===== config.mk =====
export PLATFORM = sky130hd
export DESIGN_NAME = uart_rx
export DESIGN_NICKNAME = d
export VERILOG_FILES = /design/src/rtl/uart_pkg.sv /design/src/rtl/uart_baud_gen.sv /design/src/rtl/uart_rx.sv
export SDC_FILE = /design/constraint.sdc
export NUM_CORES = 1
export LEC_CHECK = 0
export CORE_ASPECT_RATIO = 0.8
export CORE_MARGIN = 10
export CORE_UTILIZATION = 50
export CTS_CLUSTER_SIZE = 16
export DETAILED_ROUTE_END_ITERATION = 12
export PLACE_DENSITY = 0.79
export SLEW_MARGIN = 30
export SYNTH_ARGS = -nofsm -noshare
export SYNTH_HDL_FRONTEND = slang
export SYNTH_SLANG_ARGS = --single-unit

===== constraint.sdc =====
create_clock -name clk_50 -period 2.55 [get_ports clk_50]
set_input_delay 0.6375 -clock clk_50 [delete_from_list [all_inputs] [get_ports clk_50]]
set_output_delay 0.6375 -clock clk_50 [all_outputs]
set_load 0.05 [all_outputs]

===== src/rtl/uart_pkg.sv =====
`timescale 1ns/1ps
`default_nettype none
// ============================================================================
// Module   : uart_pkg
// Desc     : Shared UART receiver encodings, sample-index constants and the
//            clock-divider rounding helper.
// Revision : 1.0  initial release
// ============================================================================
package uart_pkg;

  typedef enum logic [1:0] {
    IDLE  = 2'd0,
    START = 2'd1,
    DATA  = 2'd2,
    STOP  = 2'd3
  } rx_state_t;

  localparam logic [3:0] SAMPLE_MID  = 4'd8;
  localparam logic [3:0] VOTE_LO     = 4'd7;
  localparam logic [3:0] VOTE_HI     = 4'd9;
  localparam logic [3:0] LAST_SAMPLE = 4'd15;
  localparam int         DATA_BITS   = 8;

  // Clocks per sample tick, rounded to nearest.
  function automatic int div_round(input int clk_hz, input int baud, input int os);
    return (clk_hz + (baud * os) / 2) / (baud * os);
  endfunction

endpackage
`default_nettype wire


===== src/rtl/uart_baud_gen.sv =====
`timescale 1ns/1ps
`default_nettype none
// ============================================================================
// Module   : uart_baud_gen
// Desc     : Sample-tick generator; one-clock tick every DIV clocks, phase
//            restartable so ticks align to a detected edge.
// Revision : 1.0  initial release
// ============================================================================
module uart_baud_gen #(
  parameter int DIV = 27
) (
  input  logic clk_50,
  input  logic reset,
  input  logic restart,
  output logic tick
);

  localparam int                c_cnt_w    = (DIV > 1) ? $clog2(DIV) : 1;
  localparam logic [c_cnt_w-1:0] c_last_cnt = c_cnt_w'(DIV - 1);

  logic [c_cnt_w-1:0] r_cnt;

  always_ff @(posedge clk_50 or posedge reset) begin
    if (reset) begin
      r_cnt <= '0;
    end else if (restart || (r_cnt == c_last_cnt)) begin
      r_cnt <= '0;
    end else begin
      r_cnt <= r_cnt + 1'b1;
    end
  end

  assign tick = (r_cnt == c_last_cnt);

endmodule
`default_nettype wire


===== src/rtl/uart_rx.sv =====
`timescale 1ns/1ps
`default_nettype none
// ============================================================================
// Module   : uart_rx
// Desc     : 8N1 receiver: two-flop synchroniser, 16x oversampling with 3-sample
//            majority vote, one-entry holding register with valid/ready.
// Revision : 1.0  initial release
// ============================================================================
module uart_rx
  import uart_pkg::*;
#(
  parameter int CLK_HZ     = 50_000_000,
  parameter int BAUD       = 115_200,
  parameter int OVERSAMPLE = 16
) (
  input  logic       clk_50,
  input  logic       reset,
  input  logic       RX_LINE,
  output logic [7:0] rx_data,
  output logic       rx_valid,
  input  logic       rx_ready,
  output logic       frame_err,
  output logic       overrun,
  input  logic       overrun_clr
);

  localparam int         DIV        = div_round(CLK_HZ, BAUD, OVERSAMPLE);
  localparam logic [2:0] c_last_bit = 3'(DATA_BITS - 1);

  logic       r_sync1, r_rx_s;
  rx_state_t  r_state, w_state_next;
  logic [3:0] r_s;
  logic [2:0] r_bit_cnt;
  logic [1:0] r_votes;
  logic [7:0] r_shreg;
  logic       r_armed;
  logic       w_tick, w_restart, w_maj, w_mid_tick, w_end_tick;
  logic       w_byte_done, w_stop_fail;
  logic [7:0] r_rx_data;
  logic       r_rx_valid, r_frame_err, r_overrun;

  always_ff @(posedge clk_50 or posedge reset) begin
    if (reset) begin
      r_sync1 <= 1'b1;
      r_rx_s  <= 1'b1;
    end else begin
      r_sync1 <= RX_LINE;
      r_rx_s  <= r_sync1;
    end
  end

  uart_baud_gen #(.DIV(DIV)) u_baud_gen (
    .clk_50  (clk_50),
    .reset   (reset),
    .restart (w_restart),
    .tick    (w_tick)
  );

  assign w_maj      = (r_votes[0] & r_votes[1]) | (r_votes[0] & r_rx_s) | (r_votes[1] & r_rx_s);
  assign w_mid_tick = w_tick && (r_s == VOTE_HI);
  assign w_end_tick = w_tick && (r_s == LAST_SAMPLE);

  always_ff @(posedge clk_50 or posedge reset) begin
    if (reset) begin
      r_state <= IDLE;
    end else begin
      r_state <= w_state_next;
    end
  end

  // A start is only accepted once the line has been seen high since the last
  // frame ended, so a held-low break produces a single framing error.
  always_comb begin
    w_state_next = r_state;
    w_restart    = 1'b0;
    w_byte_done  = 1'b0;
    w_stop_fail  = 1'b0;
    case (r_state)
      IDLE: begin
        if (!r_rx_s && r_armed) begin
          w_state_next = START;
          w_restart    = 1'b1;
        end
      end
      START: begin
        if (w_mid_tick && w_maj) begin
          w_state_next = IDLE;
        end else if (w_end_tick) begin
          w_state_next = DATA;
        end
      end
      DATA: begin
        if (w_end_tick && (r_bit_cnt == c_last_bit)) begin
          w_state_next = STOP;
        end
      end
      STOP: begin
        if (w_mid_tick) begin
          w_state_next = IDLE;
          w_byte_done  = w_maj;
          w_stop_fail  = !w_maj;
        end
      end
      default: w_state_next = IDLE;
    endcase
  end

  always_ff @(posedge clk_50 or posedge reset) begin
    if (reset) begin
      r_s       <= '0;
      r_bit_cnt <= '0;
      r_votes   <= '0;
      r_shreg   <= '0;
      r_armed   <= 1'b0;
    end else begin
      if (w_restart) begin
        r_s       <= '0;
        r_bit_cnt <= '0;
      end else if (w_tick && (r_state != IDLE)) begin
        r_s <= r_s + 4'd1;
        if (r_s == VOTE_LO)    r_votes[0] <= r_rx_s;
        if (r_s == SAMPLE_MID) r_votes[1] <= r_rx_s;
        if ((r_state == DATA) && (r_s == VOTE_HI))     r_shreg   <= {w_maj, r_shreg[7:1]};
        if ((r_state == DATA) && (r_s == LAST_SAMPLE)) r_bit_cnt <= r_bit_cnt + 3'd1;
      end
      if (w_restart || ((r_state == STOP) && w_mid_tick)) begin
        r_armed <= 1'b0;
      end else if ((r_state == IDLE) && r_rx_s) begin
        r_armed <= 1'b1;
      end
    end
  end

  always_ff @(posedge clk_50 or posedge reset) begin
    if (reset) begin
      r_rx_data   <= '0;
      r_rx_valid  <= 1'b0;
      r_frame_err <= 1'b0;
      r_overrun   <= 1'b0;
    end else begin
      r_frame_err <= w_stop_fail;
      if (w_byte_done && (!r_rx_valid || rx_ready)) begin
        r_rx_data  <= r_shreg;
        r_rx_valid <= 1'b1;
      end else if (r_rx_valid && rx_ready) begin
        r_rx_valid <= 1'b0;
      end
      if (w_byte_done && r_rx_valid && !rx_ready) begin
        r_overrun <= 1'b1;
      end else if (overrun_clr) begin
        r_overrun <= 1'b0;
      end
    end
  end

  assign rx_data   = r_rx_data;
  assign rx_valid  = r_rx_valid;
  assign frame_err = r_frame_err;
  assign overrun   = r_overrun;

endmodule
`default_nettype wire

**After elaboration in Yosys (flattened, before gate mapping)**

Index checks and enable logic that the tools add are counted.

- Register bits after elaboration: 38
- Output and inout port bits: 11
- Word-level logic and storage cells: 93

- Add/sub/neg operators: 3
- Eq/ne operators: 13
- Multiplexer cells: 24
- Bitwise gates (word level): 6
- Reduce and logical (&&, ||, !) cells: 33

Operator list:

| cell | count |
|---|---|
| 1-bit logical AND | 14 |
| 4-bit equality test, second input constant | 3 |
| 1-bit 2-to-1 mux | 12 |
| 2-bit nonzero test | 6 |
| 2-bit 2-to-1 mux | 5 |
| 3-bit 2-to-1 mux | 3 |
| 3-bit AND reduction | 3 |
| 4-bit 2-to-1 mux | 2 |
| 2-bit case mux with 4 select lines | 1 |
| 2-bit inequality test, second input constant | 3 |
| 5-bit by 1-bit adder with 5-bit output, second input constant | 1 |
| 5-bit equality test, second input constant | 1 |
| 5-bit 2-to-1 mux | 1 |
| 4-bit by 1-bit adder with 4-bit output, second input constant | 1 |
| 2-bit equality test, second input constant | 2 |
| 4-bit by 3-bit equality test with 1-bit output, second input constant | 1 |
| 1-bit zero test | 4 |
| 4-bit AND reduction | 1 |
| 3-bit by 1-bit adder with 3-bit output, second input constant | 1 |
| 1-bit AND | 3 |
| 3-bit equality test, second input constant | 1 |
| 1-bit logical OR | 3 |
| 3-bit inequality test, second input constant | 1 |
| 2-bit by 1-bit equality test with 1-bit output, second input constant | 1 |
| other kinds (4) | 5 |

**Depth between registers and ports, before layout**

- Depth in word-level cells: 8
- Mapped depth: 8
- Depth with buffers taken out: 6

**Hierarchy**

Synthesis repeated with hierarchy kept, for this count alone.

- Cell total of the unflattened synthesis: 144
- Area, all modules: 1783.0 µm²

By module, submodules not included:

| module | instances | cells each | area each (µm²) | sequential area each (µm²) |
|---|---|---|---|---|
| uart_rx | 1 | 121 | 1495.2 | 828.3 |
| uart_baud_gen | 1 | 23 | 287.8 | 125.1 |

**Least setup slack after synthesis**

No wires, ideal clock.

- Path kind: flip-flop to flip-flop
- From: register u_baud_gen.r_cnt[0]
- To: register r_rx_data[0] (netlist: rx_data[0])
- Arrival time: 1.697 ns
- Path slack: 0.728 ns
- Stages on the path, launching flop included: 8
- Path buffers: 1
- Clock period less this slack: 1.822 ns
- Path through: dfrtp_1 inv_1 ha_1 and4b_1 buf_2 nand2_4 nor3b_4 mux2_2

- Longest elaborated chain between the ends: 5

RTL lines:

| what | RTL line | source |
|---|---|---|
| start, declared | uart_baud_gen.sv:21 | `logic [c_cnt_w-1:0] r_cnt;` |
| start signal, assigned | uart_baud_gen.sv:29 | `r_cnt <= r_cnt + 1'b1;` |
| 5-bit equality test | uart_baud_gen.sv:33 | `assign tick = (r_cnt == c_last_cnt);` |
| 1-bit logical AND | uart_rx.sv:60 | `assign w_mid_tick = w_tick && (r_s == VOTE_HI);` |
| 1-bit 2-to-1 mux | uart_rx.sv:98 | `if (w_mid_tick) begin` |
| 1-bit 2-to-1 mux | uart_rx.sv:78 | `case (r_state)` |
| 1-bit logical AND | uart_rx.sv:142 | `if (w_byte_done && (!r_rx_valid \|\| rx_ready)) begin` |
| end signal, assigned | uart_rx.sv:143 | `r_rx_data <= r_shreg;` |
| end, declared | uart_rx.sv:39 | `logic [7:0] r_rx_data;` |

No other way between the ends.
A chain may end at the register's enable or synchronous reset.

**Worst setup path after layout**

- From: register r_rx_data[1] (netlist: rx_data[1])
- To: output port rx_data[1]

RTL lines:

| what | RTL line | source |
|---|---|---|
| end, declared | uart_rx.sv:19 | `output logic [7:0] rx_data,` |

No word-level cell between the ends.

==> results.sh <==
export IMPL_path_clk_slew_ns=0.07
export IMPL_pwr_share_comb_pct=15.1
export IMPL_cts_resized=0
export IMPL_grt_antenna_before_repair=0
export IMPL_post_cts_setup_buffers=0
export IMPL_place_area_um2=1890
export IMPL_p_sw_mw=0.380
export IMPL_clock_fmax_mhz=476
export IMPL_grt_pass1_vias=1172
export IMPL_final_hold_viol_count=0
export IMPL_swShare_pct=27.9
export IMPL_crit_required_ns=1.91
export IMPL_synth_seq_cells=38
export IMPL_critPathArrivalTime_ns=1.46
export IMPL_stdcell_area_um2=1980
export IMPL_postLayoutCoreUtil_pct=62.0
export IMPL_tritoncts="done"
export IMPL_hold_slack_ns=0.358
export IMPL_clockBufferDepth=2
export IMPL_slowest_stage="clkdlybuf4s50_1"
export IMPL_h_tree_depth=2
export IMPL_io_buffers=15
export IMPL_avgViaCountPerCell=5.43
export IMPL_routed_wl_mm=2.99
export IMPL_die_area_um2=6180
export IMPL_first_pass_iters=6
export IMPL_rsz0062_at_grt="no"
export IMPL_top_layer_used="met4"
export IMPL_hpwl_mm=2.19
export IMPL_worstSetupPathType="reg2out"
export IMPL_worst_pin_slew_ns=0.531
export IMPL_layout_nets=172
export IMPL_drcViolationCount=0
export IMPL_internal_power_mw=0.981
export IMPL_powerDensity_nw_per_um2=687
export IMPL_num_vias=1092
export IMPL_status="finished, final reports clean"
export IMPL_rows=18
export IMPL_finalClockSkew_ns=0.00206
export IMPL_p_leak_nw=0.941
export IMPL_grt_overflow=0
export IMPL_p_clk_share_pct=30.1
export IMPL_total_power_mw=1.36
export IMPL_endpoint_kind="output port"
export IMPL_synth_distinct_cells=34
export IMPL_maxSlewViolCount=0
export IMPL_setup_viol=0
export IMPL_area_growth_pct=15.8
export IMPL_clock_root_buffer="clkbuf_8"
export IMPL_power_frac_seq_pct=54.7
export IMPL_cts_hold_buffers=0
export IMPL_period_share_pct=82.4
export IMPL_grt_usage_pct=10.5
export IMPL_finalCriticalPeriod_ns=2.10
export IMPL_wire_per_inst_um=14.9
export IMPL_core_um2=3200
export IMPL_syn_avg_cell_area_um2=12.0
export IMPL_syn_nets=155
export IMPL_grt_pass1_wl_mm=5.34
export IMPL_clk_latency_ns=0.28
export IMPL_die_h_um=72.4
export IMPL_floorplan_initialDensity_pct=53.6
export IMPL_grt_max_degree=39
export IMPL_die_w_um=85.4
export IMPL_wl_met1_mm=1.38
export IMPL_cp_slowest_stage_delay_ns=0.83
export IMPL_cts_buffers_inserted=5
export IMPL_yosysWarnings=0
export IMPL_ys_seq_area_share_pct=55.7
export IMPL_postRouteAntennaNets=0
export IMPL_drive_above_1_share_pct=21.1
export IMPL_crit_fanout=2
export IMPL_ios=16
export IMPL_fillers=254
export IMPL_max_slew_margin_rel_pct=64.5
export IMPL_gp_congestion=0.874
export IMPL_crit_family="buffers and inverters"
export IMPL_min_path_type="reg2reg"
export IMPL_clock_sinks=38
export IMPL_met3RoutedLength_um=154
export IMPL_wl_met2_mm=1.42
export IMPL_finalSetupTns_ns=0
export IMPL_synth_area_um2=1710
export IMPL_layout_commonest_cell="dfrtp_1"
export IMPL_drt_initial_drc_count=71
export IMPL_crit_buf_inv=1
export IMPL_irDropWorstVdd_uv=477
export IMPL_layout_common_cells="dfrtp_1, mux2_2, clkdlybuf4s50_1"
export IMPL_crit_chain="clkdlybuf4s50_1"
export IMPL_antennaDiodeCount=0
export IMPL_crit_path_start_kind="flip-flop"
export IMPL_cap_violations=0
export IMPL_netlist_instances=143
==> area by class of cell <==
cell class / count / area [um^2] / share of cell area, %
Inverter: 7 / 26.3 / 1.32
Tap cell: 40 / 50.0 / 2.52
Multi-Input combinational cell: 92 / 704 / 35.5
Timing Repair Buffer: 16 / 158 / 7.95
Sequential cell: 38 / 953 / 48.1
Clock inverter: 1 / 5.00 / 0.252
Clock buffer: 7 / 86.3 / 4.35
==> power by group through the flow <==
stage / sequential [mW] / clock, mW / combinational (mW)
final: 0.745 / 0.410 / 0.206
after detailed placement: 0.756 / 0 / 0.208
after global placement: 0.750 / 0 / 0.188
after CTS: 0.744 / 0.421 / 0.210
after floorplan: 0.731 / 0 / 0.174
after global routing: 0.757 / 0.453 / 0.247
==> path summary, 6_finish.rpt <==
path | start | end | slack [ns] | cells after the start
setup / recovery | rx_data[1]$_DFFE_PP0P_ | rx_data[1] | 0.45 | 1
hold / removal | r_sync1$_DFF_PP1_ | r_rx_s$_DFF_PP1_ | 0.36 | 0
setup reg to reg | u_baud_gen.r_cnt[0]$_DFF_PP0_ | rx_data[5]$_DFFE_PP0P_ | 0.47 | 6
hold reg to reg | r_sync1$_DFF_PP1_ | r_rx_s$_DFF_PP1_ | 0.36 | 0
max in group asynchronous | reset | r_rx_s$_DFF_PP1_ | 1.45 | 3
min in group asynchronous | reset | rx_data[6]$_DFFE_PP0P_ | 0.75 | 3
==> metal layers <==
layer	up-vias	global-route usage [%]
li1	525	-
met1	542	12.8
met2	20	16.4
met3	5	3.79
met4	0	4.20
met5	-	0
==> metrics by stage <==
| step | worst slack [ns] | std cells |
|---|---|---|
| after floorplan | 0.728 | 143 |
| after global placement | 0.401 | 193 |
| after detailed placement | 0.347 | 193 |
| after CTS | 0.420 | 201 |
| after global routing | 0.285 | 201 |
| final | 0.449 | 201 |
==> cell families after synthesis <==
kind of cell	synth area share, %
AOI/OAI and AO/OA	4.53
buffers and inverters	3.21
adders and majority gates	5.70
DFF	55.7
xor gates and xnor gates	3.07
and+or+nand+nor	14.8
muxes	13.0
==> flip-flops by register name, indices dropped and copies added, names as in the netlist, 2 cells and up, named ones only <==
register and count:
rx_data 8, r_s 4, r_shreg 8, r_bit_cnt 3
r_votes 2, u_baud_gen.r_cnt 5
==> synthesized netlist by cell type <==
cell | n | area (um^2)
mux2i_1 | 2 | 20.0
nand2_1 | 8 | 30.0
nand2_4 | 1 | 11.3
and4b_1 | 1 | 10.0
o22ai_1 | 1 | 6.26
a21oi_1 | 3 | 15.0
nor2_1 | 13 | 48.8
clkbuf_1 | 3 | 11.3
nor3b_4 | 1 | 18.8
and4_2 | 2 | 20.0
xor2_1 | 2 | 17.5
nor3_1 | 4 | 20.0
mux2_2 | 18 | 203
buf_2 | 2 | 10.0
a221oi_1 | 1 | 8.76
o31ai_1 | 1 | 7.51
nand3_1 | 7 | 35.0
or2_2 | 1 | 6.26
dfrtp_1 | 36 | 901
buf_4 | 1 | 7.51
inv_1 | 7 | 26.3
and3_1 | 1 | 6.26
o211ai_1 | 1 | 7.51
a31oi_1 | 2 | 12.5
o21ai_0 | 4 | 20.0
maj3_1 | 1 | 10.0
ha_1 | 7 | 87.6
nand4b_1 | 2 | 17.5
and3b_2 | 1 | 10.0
dfstp_2 | 2 | 52.6
nor3b_1 | 1 | 7.51
nand2b_1 | 1 | 6.26
and2_1 | 1 | 6.26
xnor2_1 | 4 | 35.0
No activity file was read; power rests on OpenSTA's default activity.
